[src/rtl/key_debounce.sv]
// Purpose : per-key 2-flop synchronizer + stability counter; emits a clean level and one-cycle press/release pulses.
// Latency : D+2 rising edges from the first sampling of a new stable key_in level to key_level/pulse update (D = DEBOUNCE_CYCLES).
// Backpressure: none; free-running, outputs are levels/pulses with no handshake.
//
// Ports:
//   clk          system clock, all state updates on the rising edge
//   rst_n        synchronous active-low reset
//   key_in       raw asynchronous button levels, 1 = pressed
//   key_level    registered debounced level per key
//   key_press    one-cycle pulse on each accepted 0->1 transition
//   key_release  one-cycle pulse on each accepted 1->0 transition
module key_debounce #(
  parameter int N_KEYS          = 4,
  parameter int DEBOUNCE_CYCLES = 1_000_000
) (
  input  logic              clk,
  input  logic              rst_n,
  input  logic [N_KEYS-1:0] key_in,
  output logic [N_KEYS-1:0] key_level,
  output logic [N_KEYS-1:0] key_press,
  output logic [N_KEYS-1:0] key_release
);

  localparam int             CNT_W   = $clog2(DEBOUNCE_CYCLES);
  localparam logic [CNT_W-1:0] CNT_MAX = CNT_W'(DEBOUNCE_CYCLES - 1);
  localparam logic [CNT_W-1:0] CNT_ONE = CNT_W'(1);

  logic [N_KEYS-1:0] sync1_q;
  logic [N_KEYS-1:0] sync2_q;
  logic [N_KEYS-1:0] level_q,   level_d;
  logic [N_KEYS-1:0] press_q,   press_d;
  logic [N_KEYS-1:0] release_q, release_d;
  logic [CNT_W-1:0]  cnt_q [N_KEYS];
  logic [CNT_W-1:0]  cnt_d [N_KEYS];

  // Per channel: STABLE when sync2 matches the accepted level (counter held at 0),
  // PENDING while it differs. A single matching sample drops back to STABLE and
  // discards the count; D consecutive differing samples flip the level.
  always_comb begin
    level_d   = level_q;
    press_d   = '0;
    release_d = '0;
    for (int i = 0; i < N_KEYS; i++) begin
      cnt_d[i] = '0;
      if (sync2_q[i] != level_q[i]) begin
        if (cnt_q[i] == CNT_MAX) begin
          level_d[i]   = sync2_q[i];
          press_d[i]   = sync2_q[i];
          release_d[i] = ~sync2_q[i];
        end else begin
          cnt_d[i] = cnt_q[i] + CNT_ONE;
        end
      end
    end
  end

  always_ff @(posedge clk) begin
    if (!rst_n) begin
      sync1_q   <= '0;
      sync2_q   <= '0;
      level_q   <= '0;
      press_q   <= '0;
      release_q <= '0;
      for (int i = 0; i < N_KEYS; i++) begin
        cnt_q[i] <= '0;
      end
    end else begin
      sync1_q   <= key_in;
      sync2_q   <= sync1_q;
      level_q   <= level_d;
      press_q   <= press_d;
      release_q <= release_d;
      for (int i = 0; i < N_KEYS; i++) begin
        cnt_q[i] <= cnt_d[i];
      end
    end
  end

  assign key_level   = level_q;
  assign key_press   = press_q;
  assign key_release = release_q;

endmodule
[config.mk]
export PLATFORM = sky130hd
export DESIGN_NAME = key_debounce
export DESIGN_NICKNAME = d
export VERILOG_FILES = /design/src/rtl/key_debounce.sv
export SDC_FILE = /design/constraint.sdc
export NUM_CORES = 1
export LEC_CHECK = 0
export ABC_AREA = 1
export BUFFER_PORTS_ARGS = -buffer_cell sky130_fd_sc_hd__clkbuf_2
export CORE_MARGIN = 2
export CORE_UTILIZATION = 46
export CTS_CLUSTER_SIZE = 24
export DETAILED_ROUTE_END_ITERATION = 10
export MAX_ROUTING_LAYER = met4
export PLACE_DENSITY = 0.66
export SKIP_CTS_REPAIR_TIMING = 1
export SLEW_MARGIN = 20
export SYNTH_ARGS = -nofsm -noshare
export SYNTH_HDL_FRONTEND = slang
export SYNTH_SLANG_ARGS = --single-unit
[constraint.sdc]
create_clock -name clk -period 2.6 [get_ports clk]
set_input_delay 0.26 -clock clk [delete_from_list [all_inputs] [get_ports clk]]
set_output_delay 0.26 -clock clk [all_outputs]
set_load 0.02 [all_outputs]
==> key figures, run 1 <==
Status
  – Outcome: finished clean

Clock tree
  – CTS tree: built
  – Clock root cell: clkbuf_8
  – CTS H-tree depth: 3
  – Clk sink count: 100
  – Total CTS buffers: 9
  – Clk Latency, worst-skew pair: 360 ps
  – Clock-pin slew on the worst setup and hold paths: 100 ps
  – Clk buf depth: 2

Critical path
  – WP data arrival: 2170 ps
  – Setup CP Type: flip-flop to flip-flop
  – CP Capture Type: flip-flop
  – Worst-path cell chain: ha_1, nand3_2, nor2_4, nand3_1, nand2_1, nor2_1
  – Worst setup SP type: flip-flop
  – Slowest CP cell: nand2_1
  – Crit Path Max Fanout: 20
  – CP Buf/Inv Count: 0
  – Crit path largest cell delay: 520 ps
  – WP data required: 2830 ps
  – CP delay by family, top: simple AND/OR/NAND/NOR gates

Place
  – Port Buffers: 17
  – GPL Wtd Cong: 0.917
  – Dpl hpwl: 7.26 mm

Floorplanning
  – Site Rows: 37
  – Ports: 18
  – Die Span Y: 107 µm
  – Total die area: 0.0115 mm²
  – Area of the core: 0.0103 mm²
  – Initial Utilization: 47.6%
  – Die Span X: 107 µm

Min path
  – Hold WC Path Type: input pin to flip-flop

Route
  – 1st-iter DRT viols: 221
  – Final antenna-violating net count: 0
  – Routed wire length: 9.64 mm
  – Vias: 4296
  – Drt drc: 0
  – Routed len/inst: 10.9 µm
  – Total iterations of the first detailed-routing run: 5
  – Via density: 4.85

STA
  – Final Max Slew Viols: 0
  – Tcrit/Tclk final: 74.8%
  – WHS: 89.2 ps
  – Worst slew margin: 55.3%
  – Setup TNS: 0 ps
  – Setup violators final: 0
  – Final Skew: 12.7 ps
  – Tmin final: 1940 ps
  – Hold Vio Cnt, Final: 0
  – Unrepaired setup endpoints after global routing: false
  – F_max: 514 MHz
  – Least-Margin Pin Slew: 669 ps

Pwr
  – Internal Power: 2.18 mW
  – Pleak: 1.75 nW
  – Switching share of total power: 20.9%
  – Total Power: 2.75 mW
  – Part of the power in combinational logic: 1.3%
  – Clk pwr share: 42.6%
  – Psw: 0.575 mW
  – Sequential share of power: 56.1%
  – VDD IR max: 0.207 mV
  – Power density over the cells: 514 mW/mm²

Logic synthesis
  – Syn_area_per_cell: 6.79 µm²
  – Async SR Flop Fraction: 0%
  – Synthesized cell area: 0.00491 mm²
  – Synth top area share: 40.8%
  – Post-synth EDFFs: 0
  – Register area share after synthesis: 40.8%
  – FF+latch count, synth: 100
  – Ys flop type: dfxtp_1
  – Area leader, netlist: dfxtp_1
  – Syn. warnings: 0
  – Synth top cells by count: 183 x nand2_1, 159 x nor2_1, 100 x dfxtp_1
  – Synth area leaders: dfxtp_1 41%, nand2_1 14%, nor2_1 12%, inv_1 6.3%, nand3_1 4.7%
  – Synth cell types: 31
  – Mapped Cells: 723
  – Synthesized Nets: 733
  – Most common cell in the netlist: nand2_1

Layout
  – Area Growth Syn to Fin: 9.10%
  – Layout cell share with drive strength beyond 1: 8.13%
  – Final #Nets: 755
  – Diode count: 0
  – Core Util, Final: 51.9%

Global route
  – Initial antenna violation count: 0
  – Vias in the first global route: 3927
  – Largest net degree at the start of global routing: 21
  – First-pass GRT wire length: 16.8 mm
  – Grt ovf: 0
  – GRT Total Usage: 18.2%

Job
  – Max Cap Viol: 0
## placed cells by master (no fill, tap or decap), types with 12 or more instances in the layout
cell type / count
dfxtp_1: 100
clkbuf_2: 17
clkbuf_8: 12
inv_1: 83
xor2_1: 22
nor2_1: 159
o21ai_0: 13
nand4_1: 14
a21oi_1: 37
nand2_1: 183
nand3_1: 46
## through the flow
stage | worst slack (ps) | std cells | cell area, µm²
after global placement | 760 | 870 | 5110
after CTS | 655 | 886 | 5360
after global routing | 436 | 886 | 5360
final | 655 | 886 | 5360
after floorplan | 1150 | 723 | 4910
after detailed placement | 648 | 870 | 5110
## per-layer routing
layer | vias to the layer above | global-route usage (%) | share of wire, %
li1 | 2289 | - | -
met2 | 71 | 30.0 | 46
met3 | 9 | 3.51 | 3.4
met4 | 0 | 5.47 | 0.90
met5 | - | - | 0
met1 | 1927 | 22.8 | 49
## worst min-delay path, stage by stage
cell and delay (ps):
clkbuf_2 80, nand2_1 40, inv_1 40
## final cells by class
type / count / area (µm²)
Fill cell: 992 / 4970
Multi-Input combinational cell: 532 / 2530
Sequential cell: 100 / 2000
Inverter: 84 / 315
Tap cell: 136 / 170
Clock buffer: 12 / 165
Timing Repair Buffer: 18 / 92.6
Clock inverter: 4 / 78.8
## power by group through the flow
stage / clock (mW) / sequential [mW] / combinational, mW
finish: 1.17 / 1.54 / 0.0368
global route: 1.26 / 1.55 / 0.0426
CTS: 1.20 / 1.54 / 0.0374
detailed placement: 0 / 1.58 / 0.0374
global placement: 0 / 1.58 / 0.0366
floorplan: 0 / 1.58 / 0.0297
## sequential cells by signal, summed over array words and instances (netlist names)
| name | count |
|---|---|
| cnt_q | 80 |
| key_level | 4 |
| key_press | 4 |
| key_release | 4 |
| sync1_q | 4 |
| sync2_q | 4 |
## path summary, 6_finish.rpt
kind	start	end	slack [ps]	cells past startpoint
worst max-delay path	cnt_q[0][0]	cnt_q[0][12]	660	6
worst min-delay path	key_in[2]	sync1_q[2]	90	3
worst max register to register	cnt_q[0][0]	cnt_q[0][12]	660	6
worst min register to register	sync1_q[0]	sync2_q[0]	430	2
## cells by family after synthesis
kind of cell	share of synthesized area (%)
xor gates and xnor gates	5.35
adders and majority gates	1.02
buffers and inverters	7.65
DFF	40.8
and+or+nand+nor	38.9
AOI/OAI and AO/OA	6.27
Power figures use the tool's default switching activity.
==> run 2: changes to the inputs <==
==> constraint.sdc (replaced) <==
create_clock -name clk -period 1.93 [get_ports clk]
set_input_delay 0.193 -clock clk [delete_from_list [all_inputs] [get_ports clk]]
set_output_delay 0.193 -clock clk [all_outputs]
set_load 0.02 [all_outputs]
==> key figures, run 2 (synthesis results as in run 1) <==
Floorplanning
  – Die Span Y: 107 µm (unchanged)
  – Ports: 18 (unchanged)
  – Total die area: 0.0115 mm² (unchanged)
  – Die Span X: 107 µm (unchanged)
  – Area of the core: 0.0103 mm² (unchanged)
  – Site Rows: 37 (unchanged)
  – Initial Utilization: 47.6% (unchanged)

Route
  – Final antenna-violating net count: 0 (unchanged)
  – Routed len/inst: 11.0 µm (+1.3%)
  – Vias: 4294 (-0.047%)
  – Routed wire length: 9.78 mm (+1.5%)
  – 1st-iter DRT viols: 215 (-2.7%)
  – Via density: 4.84 (-0.27%)
  – Drt drc: 0 (unchanged)
  – Total iterations of the first detailed-routing run: 4 (-1)

Min path
  – Hold WC Path Type: input pin to flip-flop

STA
  – Setup TNS: 0 ps (unchanged)
  – Tcrit/Tclk final: 84.2% (+9.4 points)
  – Tmin final: 1620 ps (-320 ps)
  – Worst slew margin: 75.6% (+20 points)
  – Final Skew: 11.5 ps (-1.25 ps)
  – Final Max Slew Viols: 0 (unchanged)
  – Least-Margin Pin Slew: 365 ps (-304 ps)
  – F_max: 616 MHz (+20%)
  – Unrepaired setup endpoints after global routing: false
  – Setup violators final: 0 (unchanged)
  – Hold Vio Cnt, Final: 0 (unchanged)

Global route
  – Grt ovf: 0 (unchanged)
  – Vias in the first global route: 4091 (+4.2%)
  – Initial antenna violation count: 0 (unchanged)
  – Largest net degree at the start of global routing: 20 (-4.8%)
  – GRT Total Usage: 19.0% (+0.79 points)
  – First-pass GRT wire length: 17.5 mm (+4.4%)

Critical path
  – Worst setup SP type: flip-flop
  – CP Capture Type: flip-flop
  – WP data arrival: 1880 ps (-290 ps)
  – WP data required: 2180 ps (-650 ps)
  – Crit Path Max Fanout: 9 (-55%)
  – Setup CP Type: flip-flop to flip-flop

Clock tree
  – Clock root cell: clkbuf_8
  – Clk buf depth: 2 (unchanged)
  – CTS H-tree depth: 3 (unchanged)
  – Total CTS buffers: 9 (unchanged)
  – Clk sink count: 100 (unchanged)
  – Clk Latency, worst-skew pair: 370 ps (about the same)
  – CTS tree: built
  – Clock-pin slew on the worst setup and hold paths: 100 ps (about the same)

Layout
  – Most common cell after layout, fill and taps aside: nand2_1
  – Max FFs per register: 80 (unchanged)
  – Final-layout fill cell count: 1006 (+1.4%)
  – Register bank with the most flops: cnt_q
  – Post-Layout Inst Area: 0.00533 mm² (-0.51%)
  – Final #Nets: 757 (+0.26%)
  – Most frequent cells in the layout: 183 x nand2_1, 159 x nor2_1, 100 x dfxtp_1
  – Diode count: 0 (unchanged)
  – Area Growth Syn to Fin: 8.54%
  – Layout cell share with drive strength beyond 1: 8.24% (+0.11 points)

Job
  – Max Cap Viol: 0 (unchanged)

Place
  – Area after DPL: 0.00513 mm² (+0.29%)
  – Port Buffers: 17 (unchanged)
  – Dpl hpwl: 7.40 mm (+2.0%)
  – GPL Wtd Cong: 0.914 (-0.28%)

Pwr
  – VDD IR max: 0.287 mV (+39%)
  – Pleak: 1.74 nW (-0.71%)
  – Power density over the cells: 658 mW/mm² (+28%)

Status
  – Outcome: finished clean
==> run 2: routing by layer <==
metal	global-route usage (%)	up-vias	wire, µm
met1	24.1	1894	4780
met2	30.1	84	4460
li1	-	2302	-
met4	8.53	0	191
met3	2.97	14	351
met5	-	-	0
==> run 2: worst max-delay path, stage by stage, from the launching register on <==
cell     delay [ps]
dfxtp_1         420
ha_1            310
nand3_2         170
nor2_4          150
nand3_1         120
nand2_1         110
buf_4           170
a21oi_1          60
==> run 2: path summary, 6_finish.rpt <==
| path | start | slack (ps) | end | depth (start not counted) |
|---|---|---|---|---|
| hold / removal | key_in[1] | 5 | sync1_q[1] | 3 |
| setup reg to reg | cnt_q[0][0] | 310 | cnt_q[0][7] | 7 |
| hold reg to reg | sync1_q[0] | 420 | sync2_q[0] | 2 |
| setup / recovery | cnt_q[0][0] | 310 | cnt_q[0][7] | 7 |
==> run 2: per-stage QoR <==
| step | hold WS, ps | util (%) | std cells | setup slack, ps | total power, mW |
|---|---|---|---|---|---|
| 5_1_grt | 23.9 | 51.6 | 888 | 137 | 3.63 |
| 2_1_floorplan | 291 | - | 723 | 480 | 2.17 |
| 4_1_cts | -8.89 | 51.6 | 888 | 314 | 3.55 |
| 3_5_place_dp | 378 | 49.7 | 872 | 350 | 2.18 |
| 3_3_place_gp | 381 | 49.7 | 872 | 395 | 2.18 |
| 6_report | 5.25 | 51.6 | 888 | 305 | 3.51 |
==> run 2: where the power goes <==
part | total [mW] | internal, mW | switching (mW)
combinational | 0.0515 | 0.0175 | 0.0339
clock | 1.38 | 0.641 | 0.737
sequential | 2.08 | 2.07 | 0.00716
==> run 2: cell type report <==
cell class | instances | area, µm² | share of cell area (%)
multi-input cells | 532 | 2530 | 47.5
flip-flops and latches | 100 | 2000 | 37.6
inverters | 84 | 315 | 5.92
well taps | 136 | 170 | 3.19
clock buffers | 11 | 141 | 2.65
repair buffers | 20 | 108 | 2.02
clock inverters | 5 | 60.1 | 1.13
==> run 3: changes to the inputs <==
--- a/config.mk
+++ b/config.mk
@@ -12,7 +12,7 @@
 export CTS_CLUSTER_SIZE = 24
 export DETAILED_ROUTE_END_ITERATION = 10
 export MAX_ROUTING_LAYER = met4
-export PLACE_DENSITY = 0.66
+export PLACE_DENSITY = 0.69
 export SKIP_CTS_REPAIR_TIMING = 1
 export SLEW_MARGIN = 20
 export SYNTH_ARGS = -nofsm -noshare
==> constraint.sdc (replaced) <==
create_clock -name clk -period 1.4 [get_ports clk]
set_input_delay 0.14 -clock clk [delete_from_list [all_inputs] [get_ports clk]]
set_output_delay 0.14 -clock clk [all_outputs]
set_load 0.02 [all_outputs]
==> key figures, run 3 (synthesis results as in run 1) <==
Status
  – Outcome: finished with violations
  – Failing checks: setup timing

Critical path
  – Worst reg2reg path depth: 7 (unchanged)
  – WP data required: 1660 ps (-520 ps)
  – Worst setup SP type: flip-flop
  – RR Startpoint: cnt_q[2][9]
  – Setup CP Type: flip-flop to flip-flop
  – Worst reg2reg path endpoint: cnt_q[2][10]
  – WP data arrival: 1710 ps (-170 ps)
  – Worst reg2reg setup slack: -50 ps (-350 ps)
  – Crit Path Max Fanout: 7 (-2)
  – CP Capture Type: flip-flop

Pwr
  – VDD IR max: 0.670 mV (+130%)
  – Clk pwr share: 42.2% (+2.9 points)
  – Internal Power: 4.09 mW (+50%)
  – Psw: 1.06 mW (+37%)
  – Switching share of total power: 20.6% (-1.6 points)
  – Pleak: 1.99 nW (+14%)
  – Sequential share of power: 55.6% (-3.7 points)
  – Part of the power in combinational logic: 2.2% (+0.7 points)
  – Power density over the cells: 854 mW/mm² (+30%)
  – Total Power: 5.15 mW (+47%)

Route
  – Total iterations of the first detailed-routing run: 4 (unchanged)
  – Wire length on met1: 4.96 mm (+3.7%)
  – Vias: 4699 (+9.4%)
  – 1st-iter DRT viols: 217 (+0.93%)
  – Drt drc: 0 (unchanged)
  – Routed len/inst: 12.5 µm (+13%)
  – Via density: 5.09 (+5.2%)
  – Top Layer Used: met4
  – Met3 WL post-DR: 619 µm (+76%)
  – Final antenna-violating net count: 0 (unchanged)
  – WL met2: 5.63 mm (+26%)
  – Routed wire length: 11.5 mm (+18%)

Place
  – Port Buffers: 17 (unchanged)
  – Pre-CTS setup slack: -52.7 ps (-403 ps)
  – Area after DPL: 0.00532 mm² (+3.8%)
  – Placed Cells: 896 (+2.8%)
  – Dpl hpwl: 7.72 mm (+4.3%)
  – GPL Wtd Cong: 0.919 (+0.48%)

Layout
  – Layout cell share with drive strength beyond 1: 20.1% (+12 points)
  – Final-layout fill cell count: 971 (-3.5%)
  – Most frequent cells in the layout: 176 x nand2_1, 145 x nor2_1, 81 x inv_1
  – Register bank with the most flops: cnt_q
  – Max FFs per register: 80 (unchanged)
  – Post-Layout Cell Count: 924 (+4.1%)
  – Diode count: 0 (unchanged)
  – Final #Nets: 793 (+4.8%)
  – Area Growth Syn to Fin: 22.9%
  – Most common cell after layout, fill and taps aside: nand2_1
  – Post-Layout Inst Area: 0.00603 mm² (+13%)

STA
  – Setup violators final: 21 (+21)
  – Worst slew margin: 65.8% (-9.8 points)
  – F_max: 692 MHz (+12%)
  – Tmin final: 1450 ps (-179 ps)
  – Hold Vio Cnt, Final: 0 (unchanged)
  – Final Max Slew Viols: 0 (unchanged)
  – Tcrit/Tclk final: 103% (+19 points)
  – Unrepaired setup endpoints after global routing: true
  – Final Skew: 5.51 ps (-5.98 ps)
  – Least-Margin Pin Slew: 511 ps (+146 ps)
  – Setup ws final: -45.5 ps (-351 ps)
  – Setup TNS: -640 ps (-640 ps)

Min path
  – Hold Path End: sync1_q[2]
  – Hold WC Path Type: input pin to flip-flop
  – Hold_sp: key_in[2]
  – Hold depth: 3 (unchanged)

Clock tree
  – Total CTS buffers: 9 (unchanged)
  – Clk buf depth: 2 (unchanged)
  – CTS tree: built
  – Clock-pin slew on the worst setup and hold paths: 90 ps (about the same)
  – CTS H-tree depth: 3 (unchanged)
  – Clk sink count: 100 (unchanged)
  – Clock root cell: clkbuf_8
  – Clk Latency, worst-skew pair: 360 ps (about the same)

Floorplanning
  – Initial Utilization: 47.6% (unchanged)
  – Site Rows: 37 (unchanged)
  – Ports: 18 (unchanged)
  – Die Span X: 107 µm (unchanged)
  – Total die area: 0.0115 mm² (unchanged)
  – Area of the core: 0.0103 mm² (unchanged)
  – Die Span Y: 107 µm (unchanged)

Global route
  – GRT Total Usage: 19.2% (+0.20 points)
  – Vias in the first global route: 4244 (+3.7%)
  – Largest net degree at the start of global routing: 20 (unchanged)
  – Initial antenna violation count: 0 (unchanged)
  – Grt ovf: 0 (unchanged)
  – First-pass GRT wire length: 17.7 mm (+0.87%)

Job
  – Max Cap Viol: 0 (unchanged)
==> run 3: final cells by class <==
cell class	instances	area, µm²	area share (%)
well taps	136	170	2.82
clock inverters	4	97.6	1.62
repair buffers	51	362	5.99
clock buffers	12	135	2.24
inverters	84	315	5.23
multi-input cells	537	2920	48.5
flip-flops and latches	100	2030	33.6
==> run 3: how the worst max path moves through the flow <==
stage	startpoint	endpoint	slack, ps	cells past startpoint
detailed placement	cnt_q[1][1]	cnt_q[1][18]	-50	8
CTS	cnt_q[1][1]	cnt_q[1][18]	-70	8
global route	cnt_q[2][9]	cnt_q[2][14]	-170	7
floorplan	cnt_q[2][0]	cnt_q[2][10]	8	9
global placement	cnt_q[1][0]	cnt_q[1][16]	-7	8
finish	cnt_q[2][9]	cnt_q[2][10]	-50	7
==> run 3: critical path: stages, from the launching register on <==
cell	delay [ps]
dfxtp_1	420
inv_1	80
nor2_1	130
nand3_1	110
nor2_2	240
nand2_8	170
nand2_4	130
nor2_1	50
==> run 3: power groups by stage <==
stage / Sequential (mW) / Combinational [mW] / Clock [mW]
after floorplan: 2.93 / 0.0552 / 0
after global placement: 2.93 / 0.0831 / 0
after detailed placement: 2.93 / 0.0854 / 0
after CTS: 2.86 / 0.0866 / 2.21
after global routing: 2.87 / 0.124 / 2.32
final: 2.86 / 0.113 / 2.17
==> run 3: through the flow <==
stage | hold slack [ps] | util [%]
3_5_place_dp | 339 | 51.6
4_1_cts | -41.7 | 53.8
5_1_grt | 12.5 | 58.4
2_1_floorplan | 238 | -
6_report | 3.69 | 58.4
3_3_place_gp | 339 | 51.6
==> run 3: routing by layer <==
| metal | track usage, % | vias to the layer above |
|---|---|---|
| met1 | 22.5 | 2133 |
| li1 | - | 2385 |
| met5 | - | - |
| met3 | 4.42 | 30 |
| met2 | 33.0 | 151 |
| met4 | 5.75 | 0 |
